$ cat config.mk
export PLATFORM = sky130hd
export DESIGN_NAME = mvu_rdc_reader
export DESIGN_NICKNAME = d
export VERILOG_FILES = /design/src/rtl/mvu_pkg.sv /design/src/rtl/mvu_rdc_fifo.sv /design/src/rtl/mvu_rdc_reader.sv
export SDC_FILE = /design/constraint.sdc
export NUM_CORES = 1
export LEC_CHECK = 0
export BUFFER_PORTS_ARGS = -buffer_cell sky130_fd_sc_hd__clkbuf_2
export CORE_ASPECT_RATIO = 1.25
export CORE_MARGIN = 2
export CORE_UTILIZATION = 47
export DETAILED_ROUTE_END_ITERATION = 12
export PLACE_DENSITY = 0.7
export SLEW_MARGIN = 20
export SYNTH_ARGS = -nofsm -noshare
export SYNTH_HDL_FRONTEND = slang
export SYNTH_HIERARCHICAL = 1
export SYNTH_SLANG_ARGS = --single-unit
$ cat constraint.sdc
create_clock -name clk -period 3.4 [get_ports clk]
set_input_delay 0.68 -clock clk [delete_from_list [all_inputs] [get_ports clk]]
set_output_delay 0.68 -clock clk [all_outputs]
set_load 0.02 [all_outputs]
$ cat src/rtl/mvu_pkg.sv
// Shared MVU constants and the result-read client state encoding.
package mvu_pkg;

    localparam int unsigned BDBANKA = 15;
    localparam int unsigned BDBANKW = 64;

    typedef enum logic [1:0] {
        IDLE,
        ISSUE,
        DRAIN
    } rdc_state_t;

endpackage

$ cat src/rtl/mvu_rdc_fifo.sv
// Synchronous FIFO with occupancy count; a push into a full FIFO is legal when it pops
// in the same cycle.
module mvu_rdc_fifo #(
    parameter int unsigned WIDTH = 64,
    parameter int unsigned DEPTH = 4,
    localparam int unsigned AW = (DEPTH > 1) ? $clog2(DEPTH) : 1,
    localparam int unsigned CW = $clog2(DEPTH + 1)
) (
    input  logic             clk,
    input  logic             rst_n,
    input  logic             i_push,
    input  logic [WIDTH-1:0] i_wdata,
    input  logic             i_pop,
    output logic [WIDTH-1:0] o_rdata,
    output logic [CW-1:0]    o_count,
    output logic             o_full,
    output logic             o_empty
);

    logic [WIDTH-1:0] r_mem [DEPTH];
    logic [AW-1:0]    r_wr_ptr;
    logic [AW-1:0]    r_rd_ptr;
    logic [CW-1:0]    r_count;
    logic             w_do_push;
    logic             w_do_pop;

    assign o_full    = (r_count == CW'(DEPTH));
    assign o_empty   = (r_count == '0);
    assign o_count   = r_count;
    assign o_rdata   = r_mem[r_rd_ptr];
    assign w_do_pop  = i_pop && !o_empty;
    assign w_do_push = i_push && (!o_full || w_do_pop);

    always_ff @(posedge clk) begin
        if (!rst_n) begin
            r_wr_ptr <= '0;
            r_rd_ptr <= '0;
            r_count  <= '0;
        end else begin
            if (w_do_push) r_wr_ptr <= r_wr_ptr + AW'(1);
            if (w_do_pop)  r_rd_ptr <= r_rd_ptr + AW'(1);
            r_count <= r_count + CW'(w_do_push) - CW'(w_do_pop);
        end
    end

    always_ff @(posedge clk) begin
        if (w_do_push) r_mem[r_wr_ptr] <= i_wdata;
    end

    // The reader's credit rule must make this unreachable.
    assert property (@(posedge clk) disable iff (!rst_n) !(i_push && o_full && !i_pop));

endmodule

$ cat src/rtl/mvu_rdc_reader.sv
// MVU result-read initiator: fetches a contiguous word block over the rdc port and
// streams it out in order through a credit-managed FIFO.
module mvu_rdc_reader #(
    parameter int unsigned BDBANKA = mvu_pkg::BDBANKA,
    parameter int unsigned BDBANKW = mvu_pkg::BDBANKW,
    parameter int unsigned CNTW    = 16,
    parameter int unsigned RDLAT   = 1,
    parameter int unsigned FDEPTH  = 4
) (
    input  logic               clk,
    input  logic               rst_n,
    input  logic               start,
    input  logic [BDBANKA-1:0] base_addr,
    input  logic [CNTW-1:0]    count,
    output logic               busy,
    output logic               done,
    output logic               rdc_en,
    input  logic               rdc_grnt,
    output logic [BDBANKA-1:0] rdc_addr,
    input  logic [BDBANKW-1:0] rdc_word,
    output logic               out_valid,
    input  logic               out_ready,
    output logic [BDBANKW-1:0] out_data,
    output logic               out_last
);
    import mvu_pkg::*;

    localparam int unsigned CW = $clog2(FDEPTH + 1);
    localparam int unsigned SW = CW + 1;

    rdc_state_t         r_state, w_state_nxt;
    logic [BDBANKA-1:0] r_addr, w_addr_nxt;
    logic [CNTW-1:0]    r_req_left, w_req_left_nxt;
    logic [CNTW-1:0]    r_out_left, w_out_left_nxt;
    logic               r_rdc_en, w_rdc_en_nxt;
    logic               r_done, w_done_nxt;
    logic [RDLAT-1:0]   r_vld_sr, w_vld_sr_nxt;
    logic [SW-1:0]      r_inflight, w_inflight_nxt, w_credit_nxt;
    logic [CW-1:0]      w_fifo_count;
    logic               w_empty;
    logic               w_grant, w_exit, w_pop, w_last_pop;

    assign w_grant    = r_rdc_en && rdc_grnt;
    assign w_exit     = r_vld_sr[RDLAT-1];
    assign w_pop      = !w_empty && out_ready;
    assign w_last_pop = w_pop && (r_out_left == CNTW'(1));

    mvu_rdc_fifo #(
        .WIDTH (BDBANKW),
        .DEPTH (FDEPTH)
    ) u_fifo (
        .clk     (clk),
        .rst_n   (rst_n),
        .i_push  (w_exit),
        .i_wdata (rdc_word),
        .i_pop   (w_pop),
        .o_rdata (out_data),
        .o_count (w_fifo_count),
        .o_full  (),
        .o_empty (w_empty)
    );

    always_comb begin
        w_state_nxt    = r_state;
        w_addr_nxt     = r_addr;
        w_req_left_nxt = r_req_left;
        w_out_left_nxt = r_out_left - CNTW'(w_pop);
        w_done_nxt     = 1'b0;
        w_vld_sr_nxt   = RDLAT'({r_vld_sr, w_grant});
        w_inflight_nxt = r_inflight + SW'(w_grant) - SW'(w_exit);
        // Tokens moving from the shift register into the FIFO leave the sum unchanged.
        w_credit_nxt   = SW'(w_fifo_count) + r_inflight + SW'(w_grant) - SW'(w_pop);

        unique case (r_state)
            IDLE: begin
                if (start) begin
                    if (count != '0) begin
                        w_state_nxt    = ISSUE;
                        w_addr_nxt     = base_addr;
                        w_req_left_nxt = count;
                        w_out_left_nxt = count;
                    end else begin
                        w_done_nxt = 1'b1;
                    end
                end
            end
            ISSUE: begin
                if (w_grant) begin
                    w_addr_nxt     = r_addr + BDBANKA'(1);
                    w_req_left_nxt = r_req_left - CNTW'(1);
                    if (r_req_left == CNTW'(1)) w_state_nxt = DRAIN;
                end
            end
            DRAIN: ;
            default: w_state_nxt = IDLE;
        endcase

        if (w_last_pop && (r_state != IDLE)) begin
            w_state_nxt = IDLE;
            w_done_nxt  = 1'b1;
        end

        w_rdc_en_nxt = (w_state_nxt == ISSUE) && (w_req_left_nxt != '0) &&
                       (w_credit_nxt < SW'(FDEPTH));
    end

    always_ff @(posedge clk) begin
        if (!rst_n) begin
            r_state    <= IDLE;
            r_addr     <= '0;
            r_req_left <= '0;
            r_out_left <= '0;
            r_rdc_en   <= 1'b0;
            r_done     <= 1'b0;
            r_vld_sr   <= '0;
            r_inflight <= '0;
        end else begin
            r_state    <= w_state_nxt;
            r_addr     <= w_addr_nxt;
            r_req_left <= w_req_left_nxt;
            r_out_left <= w_out_left_nxt;
            r_rdc_en   <= w_rdc_en_nxt;
            r_done     <= w_done_nxt;
            r_vld_sr   <= w_vld_sr_nxt;
            r_inflight <= w_inflight_nxt;
        end
    end

    assign busy      = (r_state != IDLE);
    assign done      = r_done;
    assign rdc_en    = r_rdc_en;
    assign rdc_addr  = r_addr;
    assign out_valid = !w_empty;
    assign out_last  = !w_empty && (r_out_left == CNTW'(1));

endmodule
; ---- Yosys cells after proc, flatten, opt, wreduce, memory -nomap -nowiden
; Memory sizes are Yosys's and may differ from the RTL's. A register that Yosys moved wholly into a read port is not among the register bits.
; Index checks and enable logic that the tools add are counted.
[op_classes]
n_addsub = 12
n_lt_le_gt_ge = 1
n_eq_ne = 9
n_mux = 25
reduce_logical = 19
[op_table]
columns = cell, count
row1 = two-way mux 16 bit, 6
row2 = two-way mux 15 bit, 3
row3 = "== test 16 x 1 -> 1 bit, second input constant", 2
row4 = case mux 16 bit (2 select lines), 1
row5 = nonzero test 16 bit, 2
row6 = case mux 15 bit (2 select lines), 1
row7 = subtractor 16 x 1 -> 16 bit, 1
row8 = "subtractor 16 x 1 -> 16 bit, second input constant", 1
row9 = "adder 15 x 1 -> 15 bit, second input constant", 1
row10 = two-way mux 2 bit, 7
row11 = logical AND 1 bit, 9
row12 = adder 4 x 1 -> 4 bit, 2
row13 = subtractor 4 x 1 -> 4 bit, 2
row14 = two-way mux 1 bit, 6
row15 = "inequality test 2 bit, second input constant", 3
row16 = case mux 2 bit (3 select lines), 1
row17 = "adder 2 x 1 -> 2 bit, second input constant", 2
row18 = adder 3 x 4 -> 4 bit, 1
row19 = "== test 2 x 1 -> 1 bit, second input constant", 2
row20 = "< comparator 4 x 3 -> 1 bit, second input constant", 1
row21 = AND reduction 4 bit, 1
row22 = nonzero test 2 bit, 2
row23 = adder 3 x 1 -> 3 bit, 1
row24 = "== test 3 bit, second input constant", 1
row25 = other kinds (6), 7
[totals]
reg_bits = 63
ram_bits = 256
inputBits = 100
output_inout_bits = 84
wordCells = 78
n_memories = 1
[memory_table]
columns = memory, words, width, read_ports, rd_clocked_by_memory_dff, write_ports, line_no
row1 = u_fifo.r_mem, 4, 64, 1, 1, 1, mvu_rdc_fifo.sv:20  ; logic [WIDTH-1:0] r_mem [DEPTH];

; ---- Longest topological paths before layout
[logic_depth]
word_depth = 9
depth_mapped = 11
mapped_depth_nobuf = 11

; ---- Hierarchy
; The synthesis kept the hierarchy.
[by_module_without_submodules]
columns = module, instances, cells_each, area_each_um2, seq_area_each_um2
row1 = mvu_rdc_fifo, 1, 381, 9775.6, 7867.5
row2 = mvu_rdc_reader, 1, 452, 3443.3, 1121.1

; ---- Least setup slack after synthesis
; Ideal clock, no wire load.
[synth_path]
kind = input port to flip-flop
start = in out_ready
end = mem u_fifo.r_mem[2][0] (enable)
setup_ps = 429
arrival_time_ps = 2930
required_ps = 2971
setup_slack_ps = 41
path_stages = 4
n_path_buf = 0
path_cell_list = nor2b_1 -> inv_1 -> a21boi_2 -> and2_1
[synth_via]
elab_chain_cells = 6
[synth_lines]
columns = item, line_no
row1 = "start, declared", mvu_rdc_reader.sv:22  ; input logic out_ready,
row2 = logical AND 1 bit, mvu_rdc_reader.sv:45  ; assign w_pop = !w_empty && out_ready;
row3 = logical AND 1 bit, mvu_rdc_fifo.sv:31  ; assign w_do_pop = i_pop && !o_empty;
row4 = logical OR 1 bit, mvu_rdc_fifo.sv:32  ; assign w_do_push = i_push && (!o_full || w_do_pop);
row5 = logical AND 1 bit, mvu_rdc_fifo.sv:32
row6 = two-way mux 1 bit, mvu_rdc_fifo.sv:47  ; if (w_do_push) r_mem[r_wr_ptr] <= i_wdata;
row7 = two-way mux 1 bit (not written as such), mvu_rdc_fifo.sv:47
row8 = "end, declared", mvu_rdc_fifo.sv:20
; No other way between the ends.

==> results.py <==
metrics = {
    "yosys": {
        "synth-main-ff-cell": "edfxtp_1",
        "synth_compound_area_share_pct": 5.708,
        "yosysSeqAreaShare_pct": 68.00,
        "muxShareOfSynthArea_pct": 11.28,
        "synthAdderAreaFrac_pct": 2.196,
        "synthSimpleGateAreaFrac_pct": 8.566,
        "synth_enable_flop_cells": 256,
        "yosys_warnings": 6,
        "ys_async_sr_fraction_pct": 0,
        "synthXorXnorAreaFrac_pct": 1.391,
        "synth_top_family_by_area": "multiplexers",
        "ys_ff_latch": 321,
        "netlist_instances": 833,
        "syn_area_sq_um": 13220,
        "syn-num-nets": 955,
        "synth_cell_type_count": 70,
        "avgSynthCellArea_sq_um": 15.87,
    },
    "clock_tree": {
        "cts_resized": 0,
        "postCtsSetupRepairBufs": 0,
        "cts.path.max_buffers": 3,
        "cts.clk_slew.worst_paths_ns": 0.07,
        "h-tree-depth": 1,
        "numCtsBuffers": 31,
        "clk_latency_ns": 0.56,
        "cts_tree": "done",
        "clock_sinks": 321,
        "holdBufCountCts": 0,
        "clockRootBuffer": "clkbuf_16",
    },
    "placement": {
        "place.gp.congestion": 0.9088,
        "place_inst": 1347,
        "post-place-ws_ns": 0.3498,
        "io_buffers": 183,
        "dpl.hpwl_mm": 17.14,
    },
    "critical_path": {
        "path_class": "reg -> out",
        "path_max_fanout": 34,
        "critPathRequiredTime_ns": 2.72,
        "worst_ep_arrival_time_ns": 2.31,
        "critPathCaptureType": "primary output",
        "start_kind": "flop",
    },
    "timing": {
        "setup_viol": 0,
        "drv_slew": 0,
        "timing.setup.tns_ns": 0,
        "tightest_slew_ns": 0.6853,
        "rsz0062_at_grt": "false",
        "hold_viol_final": 0,
        "fin_skew_ns": 0.009033,
        "fmax_mhz": 334.0,
        "relSlewSlack_pct": 53.96,
        "fin_ws_ns": 0.4056,
        "min_period_over_period_pct": 88.07,
        "min_period_ns": 2.994,
    },
    "floorplanning": {
        "core_sq_um": 27650,
        "dieArea_sq_um": 29490,
        "die_x_um": 154,
        "initial_utilization_pct": 47.81,
        "core.rowCount": 68,
        "io_pins": 184,
        "die_y_um": 191.5,
    },
    "drt": {
        "wl_met3_mm": 2.203,
        "drt_iter0_drc": 624,
        "wire_per_inst_um": 19.15,
        "ant_nets": 0,
        "met2_length_mm": 13.69,
        "first_pass_iters": 5,
        "vias_per_cell": 5.630,
        "drc": 0,
        "num_vias": 7916,
        "highest_layer": "met4",
        "wirelength_mm": 26.93,
        "drt-met1-wl_mm": 10.56,
    },
    "pwr": {
        "p_leak_nw": 5.514,
        "p_per_area_nw_per_um2": 578.2,
        "ir_worst_vdd_mv": 0.2971,
    },
    "grt": {
        "grt.overflow.total": 0,
        "grt_first_pass_wirelength_mm": 42.63,
        "antenna_found_initial": 2,
        "grt_pass1_vias": 7854,
        "grt_max_degree": 65,
        "grt_usage_pct": 18.25,
    },
    "cells_and_area": {
        "final_cell_count_no_fill": 1406,
        "nets": 1152,
        "syn2layout_area_growth_pct": 18.23,
        "layout-drive-gt1-share_pct": 31.97,
        "layout_common_cells": "edfxtp_1 (256), clkbuf_2 (183), mux4_2 (64)",
        "n_fill_cell": 2144,
        "layout_commonest_cell": "edfxtp_1",
    },
    "min_path": {
        "hold_class": "in -> reg",
    },
    "run_status": {
        "status": "completed",
    },
    "flow_run": {
        "cap_viol_max_count": 0,
    },
}
## logic make-up after synthesis
logic type | count (synthesis)
DFF | 321
AOI/OAI and AO/OA | 118
buffers and inverters | 67
muxes | 69
adders and majority gates | 22
xor gates and xnor gates | 21
and+or+nand+nor | 215
## cell usage after synthesis (5+ instances only)
library cell / n / area, sq um
ha_1: 20 / 250.2
clkbuf_1: 17 / 63.81
inv_1: 30 / 112.6
mux4_2: 64 / 1441
buf_2: 9 / 45.04
xnor2_1: 17 / 148.9
a31oi_1: 7 / 43.79
dfxtp_1: 65 / 1301
nor4_1: 13 / 81.33
nor2_1: 49 / 183.9
or3_1: 6 / 37.54
nand2_1: 46 / 172.7
a21oi_1: 41 / 205.2
mux2i_1: 5 / 50.05
nand3_1: 17 / 85.08
and3_1: 6 / 37.54
and2_1: 21 / 131.4
edfxtp_1: 256 / 7687
nand4_1: 9 / 56.30
a211oi_1: 9 / 67.56
nor3_1: 16 / 80.08
buf_12: 6 / 120.1
o21ai_0: 27 / 135.1
## power breakdown
group,internal (W),switching (W),total [W],leakage [nW]
Combinational,0.000382,0.000573,0.000954,2.15
Clock,0.00213,0.00145,0.00359,0.522
Sequential,0.00439,0.000109,0.00450,2.84
## metrics by stage
stage / utilization (%) / area [sq um] / total power, W / hold WS [ns]
after floorplan: - / 13220 / 0.005185 / 0.4677
after global placement: 52.59 / 14540 / 0.005508 / 0.4881
after detailed placement: 52.59 / 14540 / 0.005530 / 0.5037
after CTS: 56.50 / 15620 / 0.009140 / 0.3118
after global routing: 56.50 / 15620 / 0.009408 / 0.3167
final: 56.52 / 15630 / 0.009037 / 0.3395
## worst paths after layout
path                      startpoint                   to  slack [ns]  cells past startpoint
setup / recovery                flop         out_data[21]        0.41                      3
hold / removal          rdc_word[29]  u_fifo/r_mem[1][29]        0.34                      1
setup reg to reg   u_fifo/o_count[0]               rdc_en        0.64                     11
hold reg to reg   u_fifo/r_wr_ptr[1]   u_fifo/r_wr_ptr[1]        0.50                      2
## critical path, cell delays in order (launching register included)
cell and delay (ns):
dfxtp_4 0.64, buf_12 0.34, mux4_2 0.58, clkbuf_2 0.18
## layer usage
metal | up-vias | track usage, %
met1 | 3880 | 23.57
met5 | - | 0
met2 | 329 | 32.05
li1 | 3669 | -
met3 | 38 | 3.446
met4 | 0 | 4.457
## state kept, by name, summed over array words and instances (netlist names), 2 cells and up, named ones only
register	cells
u_fifo/r_mem	256
r_out_left	16
r_req_left	16
rdc_addr	15
r_inflight	4
u_fifo/o_count	3
r_state	2
u_fifo/r_rd_ptr	2
u_fifo/r_wr_ptr	2
## cell type report
cell class,instances,area [sq um],area share (%)
inverters,30,112.6,0.7205
diodes,2,5.005,0.03202
repair buffers,201,1139,7.285
flip-flops and latches,321,8994,57.55
clock buffers,32,779.5,4.988
multi-input cells,445,3860,24.70
clock inverters,25,301.5,1.929
well taps,350,437.9,2.802
Note: power is estimated with default switching activity, not from simulation.
